===== config.mk =====
export PLATFORM = sky130hd
export DESIGN_NAME = reg_bus_sequencer_flat
export DESIGN_NICKNAME = d
export VERILOG_FILES = /design/src/rtl/reg_bus_sequencer_pkg.sv /design/src/rtl/reg_bus_sequencer_if.sv /design/src/rtl/reg_bus_sequencer_rr_arbiter2.sv /design/src/rtl/reg_bus_sequencer.sv /design/src/flat_wrapper.sv
export SDC_FILE = /design/constraint.sdc
export NUM_CORES = 1
export LEC_CHECK = 0
export ABC_CLOCK_PERIOD_IN_PS = 2680
export CAP_MARGIN = 40
export CORE_UTILIZATION = 30
export DETAILED_ROUTE_END_ITERATION = 7
export GPL_TIMING_DRIVEN = 0
export PLACE_DENSITY = 0.62
export SLEW_MARGIN = 20
export SYNTH_ARGS = -nofsm -noshare
export SYNTH_HDL_FRONTEND = slang
export SYNTH_SLANG_ARGS = --single-unit

===== constraint.sdc =====
create_clock -name i_w_clk -period 2.68 [get_ports i_w_clk]
set_input_delay 0.536 -clock i_w_clk [delete_from_list [all_inputs] [get_ports i_w_clk]]
set_output_delay 0.536 -clock i_w_clk [all_outputs]
set_load 0.05 [all_outputs]

===== src/rtl/reg_bus_sequencer_pkg.sv =====
`default_nettype none
// ============================================================================
//  Module      : reg_bus_sequencer_pkg
//  Description : Shared constants for the register-bus sequencer slice:
//                FSM state encodings, requester count and transfer-counter
//                width.
//  Revision    : 1.0 - initial release
// ============================================================================
package reg_bus_sequencer_pkg;

    // Sequencer FSM encodings
    localparam logic [1:0] c_st_idle  = 2'd0;
    localparam logic [1:0] c_st_drive = 2'd1;
    localparam logic [1:0] c_st_write = 2'd2;
    localparam logic [1:0] c_st_done  = 2'd3;

    // Number of requesters sharing the bus
    localparam int c_num_req = 2;

    // Width of the optional completed-transfer counter
    localparam int c_xfer_cnt_w = 16;

endpackage : reg_bus_sequencer_pkg
`default_nettype wire


===== src/rtl/reg_bus_sequencer_if.sv =====
`default_nettype none
// ============================================================================
//  Module      : reg_bus_sequencer_if
//  Description : Command handshake and register-bank control bundle of the
//                register-bus sequencer.
//                  i_w_valid/i_w_src/i_w_dst : per-requester commands
//                  o_w_ready                 : per-requester accept
//                  o_w_oe/o_w_we             : one-hot bank enables
//                  o_w_done/o_w_done_id/o_w_err : completion reporting
//                  o_w_xfer_count            : only with
//                                              REG_BUS_SEQ_XFER_COUNT_EN
//                Modport "master" is the requester/bank side, "slave" is the
//                sequencer.
//  Revision    : 1.0 - initial release
// ============================================================================
interface reg_bus_sequencer_if #(
    parameter int P_NUM_REGS  = 4,
    parameter int P_IDX_WIDTH = 2
);
    import reg_bus_sequencer_pkg::*;

    logic [c_num_req-1:0]             i_w_valid;
    logic [c_num_req*P_IDX_WIDTH-1:0] i_w_src;
    logic [c_num_req*P_IDX_WIDTH-1:0] i_w_dst;
    logic [c_num_req-1:0]             o_w_ready;
    logic [P_NUM_REGS-1:0]            o_w_oe;
    logic [P_NUM_REGS-1:0]            o_w_we;
    logic                             o_w_done;
    logic                             o_w_done_id;
    logic                             o_w_err;

`ifdef REG_BUS_SEQ_XFER_COUNT_EN
    logic [c_xfer_cnt_w-1:0]          o_w_xfer_count;

    modport master (
        output i_w_valid, i_w_src, i_w_dst,
        input  o_w_ready, o_w_oe, o_w_we, o_w_done, o_w_done_id, o_w_err,
        input  o_w_xfer_count
    );

    modport slave (
        input  i_w_valid, i_w_src, i_w_dst,
        output o_w_ready, o_w_oe, o_w_we, o_w_done, o_w_done_id, o_w_err,
        output o_w_xfer_count
    );
`else
    modport master (
        output i_w_valid, i_w_src, i_w_dst,
        input  o_w_ready, o_w_oe, o_w_we, o_w_done, o_w_done_id, o_w_err
    );

    modport slave (
        input  i_w_valid, i_w_src, i_w_dst,
        output o_w_ready, o_w_oe, o_w_we, o_w_done, o_w_done_id, o_w_err
    );
`endif

endinterface : reg_bus_sequencer_if
`default_nettype wire


===== src/rtl/reg_bus_sequencer_rr_arbiter2.sv =====
`default_nettype none
// ============================================================================
//  Module      : rr_arbiter2
//  Description : Two-way combinational round-robin grant. The requester named
//                by the pointer wins if it is valid; otherwise the other one
//                wins if it is valid.
//                  i_valid[1:0] : request lines
//                  i_ptr        : priority pointer (0/1)
//                  o_grant[1:0] : one-hot grant, zero when nobody requests
//  Revision    : 1.0 - initial release
// ============================================================================
module rr_arbiter2 (
    input  logic [1:0] i_valid,
    input  logic       i_ptr,
    output logic [1:0] o_grant
);

    always_comb begin
        o_grant = 2'b00;
        if (i_valid[i_ptr]) begin
            o_grant[i_ptr] = 1'b1;
        end else if (i_valid[~i_ptr]) begin
            o_grant[~i_ptr] = 1'b1;
        end
    end

endmodule : rr_arbiter2
`default_nettype wire


===== src/rtl/reg_bus_sequencer.sv =====
`default_nettype none
// ============================================================================
//  Module      : reg_bus_sequencer
//  Description : Shares a bank of oe/we-controlled registers on one data bus
//                between two requesters. Each accepted command moves the
//                source register onto the bus (DRIVE, one settle cycle), then
//                strobes the destination write enable (WRITE), then reports
//                completion (DONE). Commands naming a register index beyond
//                the bank are accepted and answered with a one-cycle error.
//  Ports       : i_w_clk   - clock, rising edge
//                i_w_reset - asynchronous active-high reset
//                bus       - reg_bus_sequencer_if.slave (commands, ready,
//                            oe/we enables, done/done_id/err, optional count)
//  Options     : REG_BUS_SEQ_XFER_COUNT_EN adds a 16-bit wrapping count of
//                completed transfers (o_w_xfer_count).
//  Revision    : 1.0 - initial release
// ============================================================================
module reg_bus_sequencer
    import reg_bus_sequencer_pkg::*;
#(
    parameter int P_NUM_REGS  = 4,
    parameter int P_IDX_WIDTH = 2
) (
    input  logic                i_w_clk,
    input  logic                i_w_reset,
    reg_bus_sequencer_if.slave  bus
);

    // ------------------------------------------------------------------------
    // Helpers
    // ------------------------------------------------------------------------
    function automatic logic [P_NUM_REGS-1:0] f_onehot(
        input logic [P_IDX_WIDTH-1:0] idx
    );
        f_onehot = {{(P_NUM_REGS-1){1'b0}}, 1'b1} << idx;
    endfunction

    // Only non-power-of-two banks can see an out-of-range index.
    function automatic logic f_idx_legal(input logic [P_IDX_WIDTH-1:0] idx);
        f_idx_legal = (32'(idx) < 32'(P_NUM_REGS));
    endfunction

    // ------------------------------------------------------------------------
    // State
    // ------------------------------------------------------------------------
    logic [1:0]             r_state;
    logic [1:0]             w_state_nxt;
    logic                   r_ptr;
    logic [P_IDX_WIDTH-1:0] r_src;
    logic [P_IDX_WIDTH-1:0] r_dst;
    logic                   r_id;

    logic [P_NUM_REGS-1:0]  r_oe;
    logic [P_NUM_REGS-1:0]  r_we;
    logic                   r_done;
    logic                   r_done_id;
    logic                   r_err;

    logic [P_NUM_REGS-1:0]  w_oe_nxt;
    logic [P_NUM_REGS-1:0]  w_we_nxt;
    logic                   w_done_nxt;
    logic                   w_done_id_nxt;
    logic                   w_err_nxt;

    // ------------------------------------------------------------------------
    // Arbitration and acceptance
    // ------------------------------------------------------------------------
    logic [1:0]             w_grant;
    logic                   w_gnt_id;
    logic                   w_in_idle;
    logic                   w_accept;
    logic [P_IDX_WIDTH-1:0] w_acc_src;
    logic [P_IDX_WIDTH-1:0] w_acc_dst;
    logic                   w_acc_legal;

    rr_arbiter2 u_arb (
        .i_valid (bus.i_w_valid),
        .i_ptr   (r_ptr),
        .o_grant (w_grant)
    );

    assign w_in_idle = (r_state == c_st_idle);
    assign w_gnt_id  = w_grant[1];
    // A grant only exists for a valid requester, so grant-in-IDLE is exactly
    // valid && ready for the winner.
    assign w_accept  = w_in_idle && (w_grant != 2'b00);

    assign w_acc_src = w_gnt_id ? bus.i_w_src[2*P_IDX_WIDTH-1:P_IDX_WIDTH]
                                : bus.i_w_src[P_IDX_WIDTH-1:0];
    assign w_acc_dst = w_gnt_id ? bus.i_w_dst[2*P_IDX_WIDTH-1:P_IDX_WIDTH]
                                : bus.i_w_dst[P_IDX_WIDTH-1:0];
    assign w_acc_legal = f_idx_legal(w_acc_src) && f_idx_legal(w_acc_dst);

    assign bus.o_w_ready = w_in_idle ? w_grant : 2'b00;

    // ------------------------------------------------------------------------
    // State register
    // ------------------------------------------------------------------------
    always_ff @(posedge i_w_clk or posedge i_w_reset) begin
        if (i_w_reset) begin
            r_state   <= c_st_idle;
            r_ptr     <= 1'b0;
            r_src     <= '0;
            r_dst     <= '0;
            r_id      <= 1'b0;
            r_oe      <= '0;
            r_we      <= '0;
            r_done    <= 1'b0;
            r_done_id <= 1'b0;
            r_err     <= 1'b0;
        end else begin
            r_state   <= w_state_nxt;
            r_oe      <= w_oe_nxt;
            r_we      <= w_we_nxt;
            r_done    <= w_done_nxt;
            r_done_id <= w_done_id_nxt;
            r_err     <= w_err_nxt;
            if (w_accept) begin
                // Priority passes to the requester that did not just win.
                r_ptr <= ~w_gnt_id;
                r_src <= w_acc_src;
                r_dst <= w_acc_dst;
                r_id  <= w_gnt_id;
            end
        end
    end

    // ------------------------------------------------------------------------
    // Next-state logic
    // ------------------------------------------------------------------------
    always_comb begin
        w_state_nxt = r_state;
        case (r_state)
            c_st_idle: begin
                // Rejected commands are consumed without leaving IDLE.
                if (w_accept && w_acc_legal) begin
                    w_state_nxt = c_st_drive;
                end
            end
            c_st_drive: w_state_nxt = c_st_write;
            c_st_write: w_state_nxt = c_st_done;
            c_st_done:  w_state_nxt = c_st_idle;
            default:    w_state_nxt = c_st_idle;
        endcase
    end

    // ------------------------------------------------------------------------
    // Output logic: values the registered outputs take on the next edge, so
    // the bank sees enables aligned with the state being entered.
    // ------------------------------------------------------------------------
    always_comb begin
        w_oe_nxt      = '0;
        w_we_nxt      = '0;
        w_done_nxt    = 1'b0;
        w_err_nxt     = 1'b0;
        w_done_id_nxt = r_done_id;
        case (r_state)
            c_st_idle: begin
                if (w_accept) begin
                    if (w_acc_legal) begin
                        w_oe_nxt = f_onehot(w_acc_src);
                    end else begin
                        w_err_nxt     = 1'b1;
                        w_done_id_nxt = w_gnt_id;
                    end
                end
            end
            c_st_drive: begin
                w_oe_nxt = f_onehot(r_src);
                // A self-copy needs no write strobe; the register keeps its value.
                if (r_src != r_dst) begin
                    w_we_nxt = f_onehot(r_dst);
                end
            end
            c_st_write: begin
                w_done_nxt    = 1'b1;
                w_done_id_nxt = r_id;
            end
            default: begin
                w_done_id_nxt = r_done_id;
            end
        endcase
    end

    assign bus.o_w_oe      = r_oe;
    assign bus.o_w_we      = r_we;
    assign bus.o_w_done    = r_done;
    assign bus.o_w_done_id = r_done_id;
    assign bus.o_w_err     = r_err;

    // ------------------------------------------------------------------------
    // Optional completed-transfer counter; advances together with the done
    // pulse and wraps naturally at its width.
    // ------------------------------------------------------------------------
`ifdef REG_BUS_SEQ_XFER_COUNT_EN
    logic [c_xfer_cnt_w-1:0] r_xfer_count;

    always_ff @(posedge i_w_clk or posedge i_w_reset) begin
        if (i_w_reset) begin
            r_xfer_count <= '0;
        end else if (w_done_nxt) begin
            r_xfer_count <= r_xfer_count + 1'b1;
        end
    end

    assign bus.o_w_xfer_count = r_xfer_count;
`endif

endmodule : reg_bus_sequencer
`default_nettype wire


===== src/flat_wrapper.sv =====
// flat-port wrapper written by rule: the top's interface ports become plain ports
module reg_bus_sequencer_flat import reg_bus_sequencer_pkg::*;
#(
    parameter int P_NUM_REGS  = 4,
    parameter int P_IDX_WIDTH = 2
)
  (i_w_clk, i_w_reset, bus_i_w_valid, bus_i_w_src, bus_i_w_dst, bus_o_w_ready, bus_o_w_oe, bus_o_w_we, bus_o_w_done, bus_o_w_done_id, bus_o_w_err);
  reg_bus_sequencer_if #(.P_NUM_REGS(P_NUM_REGS), .P_IDX_WIDTH(P_IDX_WIDTH)) bus_i ();
  input  logic i_w_clk;
  input  logic i_w_reset;
  input wire logic [$bits(bus_i.i_w_valid)-1:0] bus_i_w_valid;
  input wire logic [$bits(bus_i.i_w_src)-1:0] bus_i_w_src;
  input wire logic [$bits(bus_i.i_w_dst)-1:0] bus_i_w_dst;
  output wire logic [$bits(bus_i.o_w_ready)-1:0] bus_o_w_ready;
  output wire logic [$bits(bus_i.o_w_oe)-1:0] bus_o_w_oe;
  output wire logic [$bits(bus_i.o_w_we)-1:0] bus_o_w_we;
  output wire logic [$bits(bus_i.o_w_done)-1:0] bus_o_w_done;
  output wire logic [$bits(bus_i.o_w_done_id)-1:0] bus_o_w_done_id;
  output wire logic [$bits(bus_i.o_w_err)-1:0] bus_o_w_err;
  assign bus_i.i_w_valid = bus_i_w_valid;
  assign bus_i.i_w_src = bus_i_w_src;
  assign bus_i.i_w_dst = bus_i_w_dst;
  assign bus_o_w_ready = bus_i.o_w_ready;
  assign bus_o_w_oe = bus_i.o_w_oe;
  assign bus_o_w_we = bus_i.o_w_we;
  assign bus_o_w_done = bus_i.o_w_done;
  assign bus_o_w_done_id = bus_i.o_w_done_id;
  assign bus_o_w_err = bus_i.o_w_err;
  reg_bus_sequencer #(.P_NUM_REGS(P_NUM_REGS), .P_IDX_WIDTH(P_IDX_WIDTH)) u_core (.i_w_clk(i_w_clk), .i_w_reset(i_w_reset), .bus(bus_i));
endmodule

# Word-level counts from Yosys, hierarchy flattened
# Cells that the tools add are included.
dict set report word_totals {
  regBits 18
  word_cells 48
  out_inout_bits 13
}
dict set report op_classes {
  n_mux 20
  n_reduce_logical 5
  magnitude_cmp 4
  bitwise_logic 2
  shifts 3
  eq_ne 5
}
# operator n
set ops {}
lappend ops {{$mux 2} 6}
lappend ops {{$mux 4} 3}
lappend ops {{$shl 1x2->4 const A} 3}
lappend ops {{$pmux 2 s4} 1}
lappend ops {{$pmux 4 s2} 1}
lappend ops {{$mux 1} 7}
lappend ops {{$eq 2x2->1 const B} 2}
lappend ops {{$lt 1x2->1 const B} 2}
lappend ops {{$logic_and 1x1->1} 3}
lappend ops {{$demux 1 s1} 2}
lappend ops {{$eq 2x1->1 const B} 1}
lappend ops {{$ge 1x1->1 const B} 2}
lappend ops {{$logic_not 2->1} 1}
lappend ops {{$ne 2x2->1} 1}
lappend ops {{$ne 2x2->1 const B} 1}
lappend ops {{$not 1->1} 2}
lappend ops {{$reduce_bool 2->1} 1}

# Logic depth before layout (Yosys ltp)
dict set report depth {
  ltp_word 11
  mapped_depth 6
  depth_no_buf 5
}

# Modules after synthesis
# A second synthesis with hierarchy kept.
dict set report hier_totals {
  hier_cells 80
  hier_area_um2 852.1
}
# mod instances area_each_um2 cells_per_inst
set modules_own_cells {}
lappend modules_own_cells {reg_bus_sequencer 1 833.3 77}
lappend modules_own_cells {rr_arbiter2 1 18.8 3}

# Least setup slack after synthesis
# Ideal clock, no wire load.
dict set report synth_timing {
  path_kind {reg-to-output}
  from {register u_core.r_state[0]}
  to {output bus_o_w_ready[0]}
  required_time_ps 2144
  t_arrival_ps 1187
  stages_incl_launch_ff 6
  n_path_buf 1
  path_slack_ps 957
  path_cell_list {dfrtp_1 > inv_1 > ha_1 > buf_2 > nand2_1 > inv_1}
}
dict set report synth_via {
  elab_chain_len 2
}
# element line
set synth_lines {}
lappend synth_lines {{from (decl)} reg_bus_sequencer.sv:46} ;# logic [1:0] r_state;
lappend synth_lines {{from (signal assigned)} reg_bus_sequencer.sv:101} ;# r_state <= c_st_idle;
lappend synth_lines {{from (signal assigned)} reg_bus_sequencer.sv:112} ;# r_state <= w_state_nxt;
lappend synth_lines {{$logic_not 2->1} reg_bus_sequencer.sv:82} ;# assign w_in_idle = (r_state == c_st_idle);
lappend synth_lines {{$mux 2} reg_bus_sequencer.sv:94} ;# assign bus.o_w_ready = w_in_idle ? w_grant : 2'b00;
lappend synth_lines {{to (decl)} flat_wrapper.sv:14} ;# output wire logic [$bits(bus_i.o_w_ready)-1:0] bus_o_w_ready;
# Every way passes these cells.

# Worst setup path after layout
dict set report layout_timing {
  from {input bus_i_w_valid[0]}
  to {output bus_o_w_ready[0]}
}
dict set report layout_via {
  elab_chain_len 5
}
# element line
set layout_lines {}
lappend layout_lines {{from (decl)} flat_wrapper.sv:11} ;# input wire logic [$bits(bus_i.i_w_valid)-1:0] bus_i_w_valid;
lappend layout_lines {{$mux 1 (implied by the code) (2 in a row)} reg_bus_sequencer_rr_arbiter2.sv:22} ;# end else if (i_valid[~i_ptr]) begin
lappend layout_lines {{$mux 2} reg_bus_sequencer_rr_arbiter2.sv:22}
lappend layout_lines {{$mux 2 (*)} reg_bus_sequencer_rr_arbiter2.sv:20} ;# if (i_valid[i_ptr]) begin
lappend layout_lines {{$mux 2 (*)} reg_bus_sequencer.sv:94}
# Every way passes the cells marked *; elsewhere a longest branch is shown, timed or not. The select of a mux whose other input is x is not followed.

==> metrics.yaml <==
synth_nets: 92
combPwrFrac_pct: 50.9
first_pass_iters: 4
timing.rr.start: "u_core.r_state[0]$_DFFE_PP0P_"
io-pin-count: 25
portBuffers: 23
vias: 644
cp.arrival_ns: 2.01
intPower_w: 0.000701
dp_slack_ns: -0.160
coreArea_um2: 2570
path_clk_slew_ns: 0.11
post_cts_buffers: 0
use_met3_pct: 6.01
rows: 18
seq_area_um2: 450
grtUsageMet2_pct: 23.3
area_growth_pct: 36.0
yosys_warnings: 0
p_sw_share_pct: 44.8
hold_ws_ns: 0.493
wire_per_inst_um: 11.9
synth_area_um2: 842
cts_tree: "built"
final_nets: 120
die_y_um: 55.0
cp_max_fo: 5
postCtsHoldBufs: 0
cts.sink_count: 18
grt_pass1_vias: 643
die_area_um2: 3020
yosysSeqAreaShare_pct: 53.5
cts_root_buf: "clkbuf_4"
clock-skew-final_ns: 0.00892
grt.total_usage_pct: 13.4
worstHoldStart: "u_core.r_id$_DFFE_PP0N_"
leakage_nw: 0.542
wl_um: 1590
drt_iter0_drc: 9
drc: 0
grt_antenna_before_repair: 0
hold_viol: 0
final_period_minus_worst_setup_slack_ns: 2.55
vias_per_cell: 4.81
die_x_um: 55.0
synth_area_leaders: "dfrtp_1 (53%), ha_1 (4.5%), nand2_1 (4.5%)"
worstSetupPathType: "primary input to output pin"
final_cells: 134
max_freq_mhz: 392
startpoint_type: "primary input"
netlist.area_leader.share_pct: 53.5
finalSetupViolations: 0
p_per_area_nw_per_um2: 1110
endpoint_kind: "output pin"
yosysTopAreaCell: "dfrtp_1"
slew_viol_final: 0
synth.avg_cell_area_um2: 10.9
clockBufferDepth: 2
fin_tns_setup_ns: 0
syn_inst: 77
grt_max_degree: 19
setup.worst_path.start: "bus_i_w_valid[0]"
hold_path.class: "register to register"
use_met1_pct: 15.2
top_usage_layer: "met2"
vdd_drop_max_uv: 591
cts_inserted_buffers: 3
period_share_pct: 95.1
dp_cells: 130
rsz0062_at_grt: "no"
placed_area_um2: 1110
design_area_um2: 1140
grt_pass1_wl_um: 2760
drive_gt1_share_pct: 12.5
insertedDiodeCount: 0
start_util_pct: 32.8
p_sw_w: 0.000569
fillCellCount: 257
htreeDepth: 1
max_slew_margin_pct: 54.4
maxCapViolCount: 0
ant_nets: 0
worstSkewPairLatency_ns: 0.30
dpl.hpwl_um: 1220
ys_types: 29
clockPowerShare_pct: 13.1
required_ns: 2.14
multiInputGateArea_um2: 353
status: "complete, no violations"
setup_slack_ns: 0.132
tightest_slew_ns: 0.683
gp_congestion: 0.747
p_seq_share_pct: 35.9
overflow: 0
synth-seq-cells: 18
==> cell type report <==
cell class              instances  area share (%)
plain buffers                   2            1.09
clock buffers                   4            3.17
inverters                       7            2.30
multi-input cells              50            30.8
flip-flops and latches         18            39.3
well taps                      30            3.28
repair buffers                 23            20.0
==> sequential cells by signal, indices dropped and copies added (netlist names) <==
register,flops
u_core.bus.o_w_done,1
u_core.bus.o_w_done_id,1
u_core.bus.o_w_oe,4
u_core.bus.o_w_we,4
u_core.r_dst,2
u_core.r_id,1
u_core.r_ptr,1
u_core.r_src,2
u_core.r_state,2
==> critical path, cell delays in order <==
cell             delay, ns
clkdlybuf4s50_1       0.54
a21boi_1              0.27
nand2_1               0.11
inv_1                 0.06
clkdlybuf4s15_1       0.49
==> layout by cell type (no fill, tap or decap), drive strengths merged <==
cell	count
a21o	1
nand3	1
mux2i	3
ha	3
nand2b	1
a211oi	1
and3b	1
nand2	10
buf	2
inv	7
conb	1
a21oi	3
clkbuf	4
clkdlybuf4s15	1
a31oi	4
mux2	2
clkdlybuf4s50	21
nand3b	1
o21ai	5
and2	1
o22ai	4
dfrtp	18
a21boi	2
nor2	3
nor4b	1
dlygate4sd2	1
and3	2
==> per-stage QoR <==
step           total power [W]  util, %
2_1_floorplan         0.000916        -
3_3_place_gp           0.00110     43.2
3_5_place_dp           0.00112     43.2
4_1_cts                0.00128     44.5
5_1_grt                0.00138     44.6
6_report               0.00127     44.6
==> cells in the mapped netlist <==
cell type	count
conb_1	1
a211oi_1	1
buf_2	1
and3b_1	1
nand3b_1	1
nand2_1	10
a31oi_1	3
dfrtp_1	18
and3_2	1
inv_1	7
ha_1	3
nor4b_1	1
mux2_2	1
a21o_1	1
nand2b_1	1
o22ai_1	2
mux2i_1	3
a21boi_1	2
nor2_1	3
a21oi_1	3
mux2_4	1
and2_4	1
buf_4	1
and3_1	1
nand3_1	1
o21ai_0	3
a31oi_4	1
o22ai_2	2
o21ai_1	2
==> power groups by stage <==
| stage | sequential, W | clock, W | combinational, W |
|---|---|---|---|
| 2_1_floorplan | 0.000618 | 0 | 0.000298 |
| 3_3_place_gp | 0.000454 | 0 | 0.000643 |
| 3_5_place_dp | 0.000463 | 0 | 0.000654 |
| 4_1_cts | 0.000456 | 0.000175 | 0.000652 |
| 5_1_grt | 0.000476 | 0.000185 | 0.000715 |
| 6_report | 0.000456 | 0.000167 | 0.000647 |
==> per-layer routing <==
metal	routed length [µm]	vias up
met3	116	0
met5	0	-
met4	0	0
met1	667	302
li1	-	320
met2	804	22
==> worst paths after layout <==
check,to,slack [ns],cells past startpoint
max,bus_o_w_ready[0],0.13,5
min,u_core.r_id$_DFFE_PP0N_,0.49,1
max reg2reg,u_core.r_dst[1]$_DFFE_PP0N_,1.24,6
min reg2reg,u_core.r_id$_DFFE_PP0N_,0.49,1
max in group asynchronous,u_core.bus.o_w_oe[1]$_DFF_PP0_,1.61,2
min in group asynchronous,u_core.r_dst[1]$_DFFE_PP0N_,0.63,2
==> kinds of logic after synthesis <==
| logic type | synth area share [%] |
|---|---|
| AO/OA/AOI/OAI | 17.5 |
| buffers and inverters | 4.61 |
| adder cells (fa/ha/maj) | 4.46 |
| flip-flops | 53.5 |
| multiplexers | 6.69 |
| other | 0.445 |
| AND/OR/NAND/NOR | 12.8 |
==> what timing repair did <==
action	in CTS	in global routing
hold endpoints to repair	0	0
setup endpoints to repair	2	1
gates resized for setup	2	1
gates cloned	0	0
(Power assumes the default switching activity.)
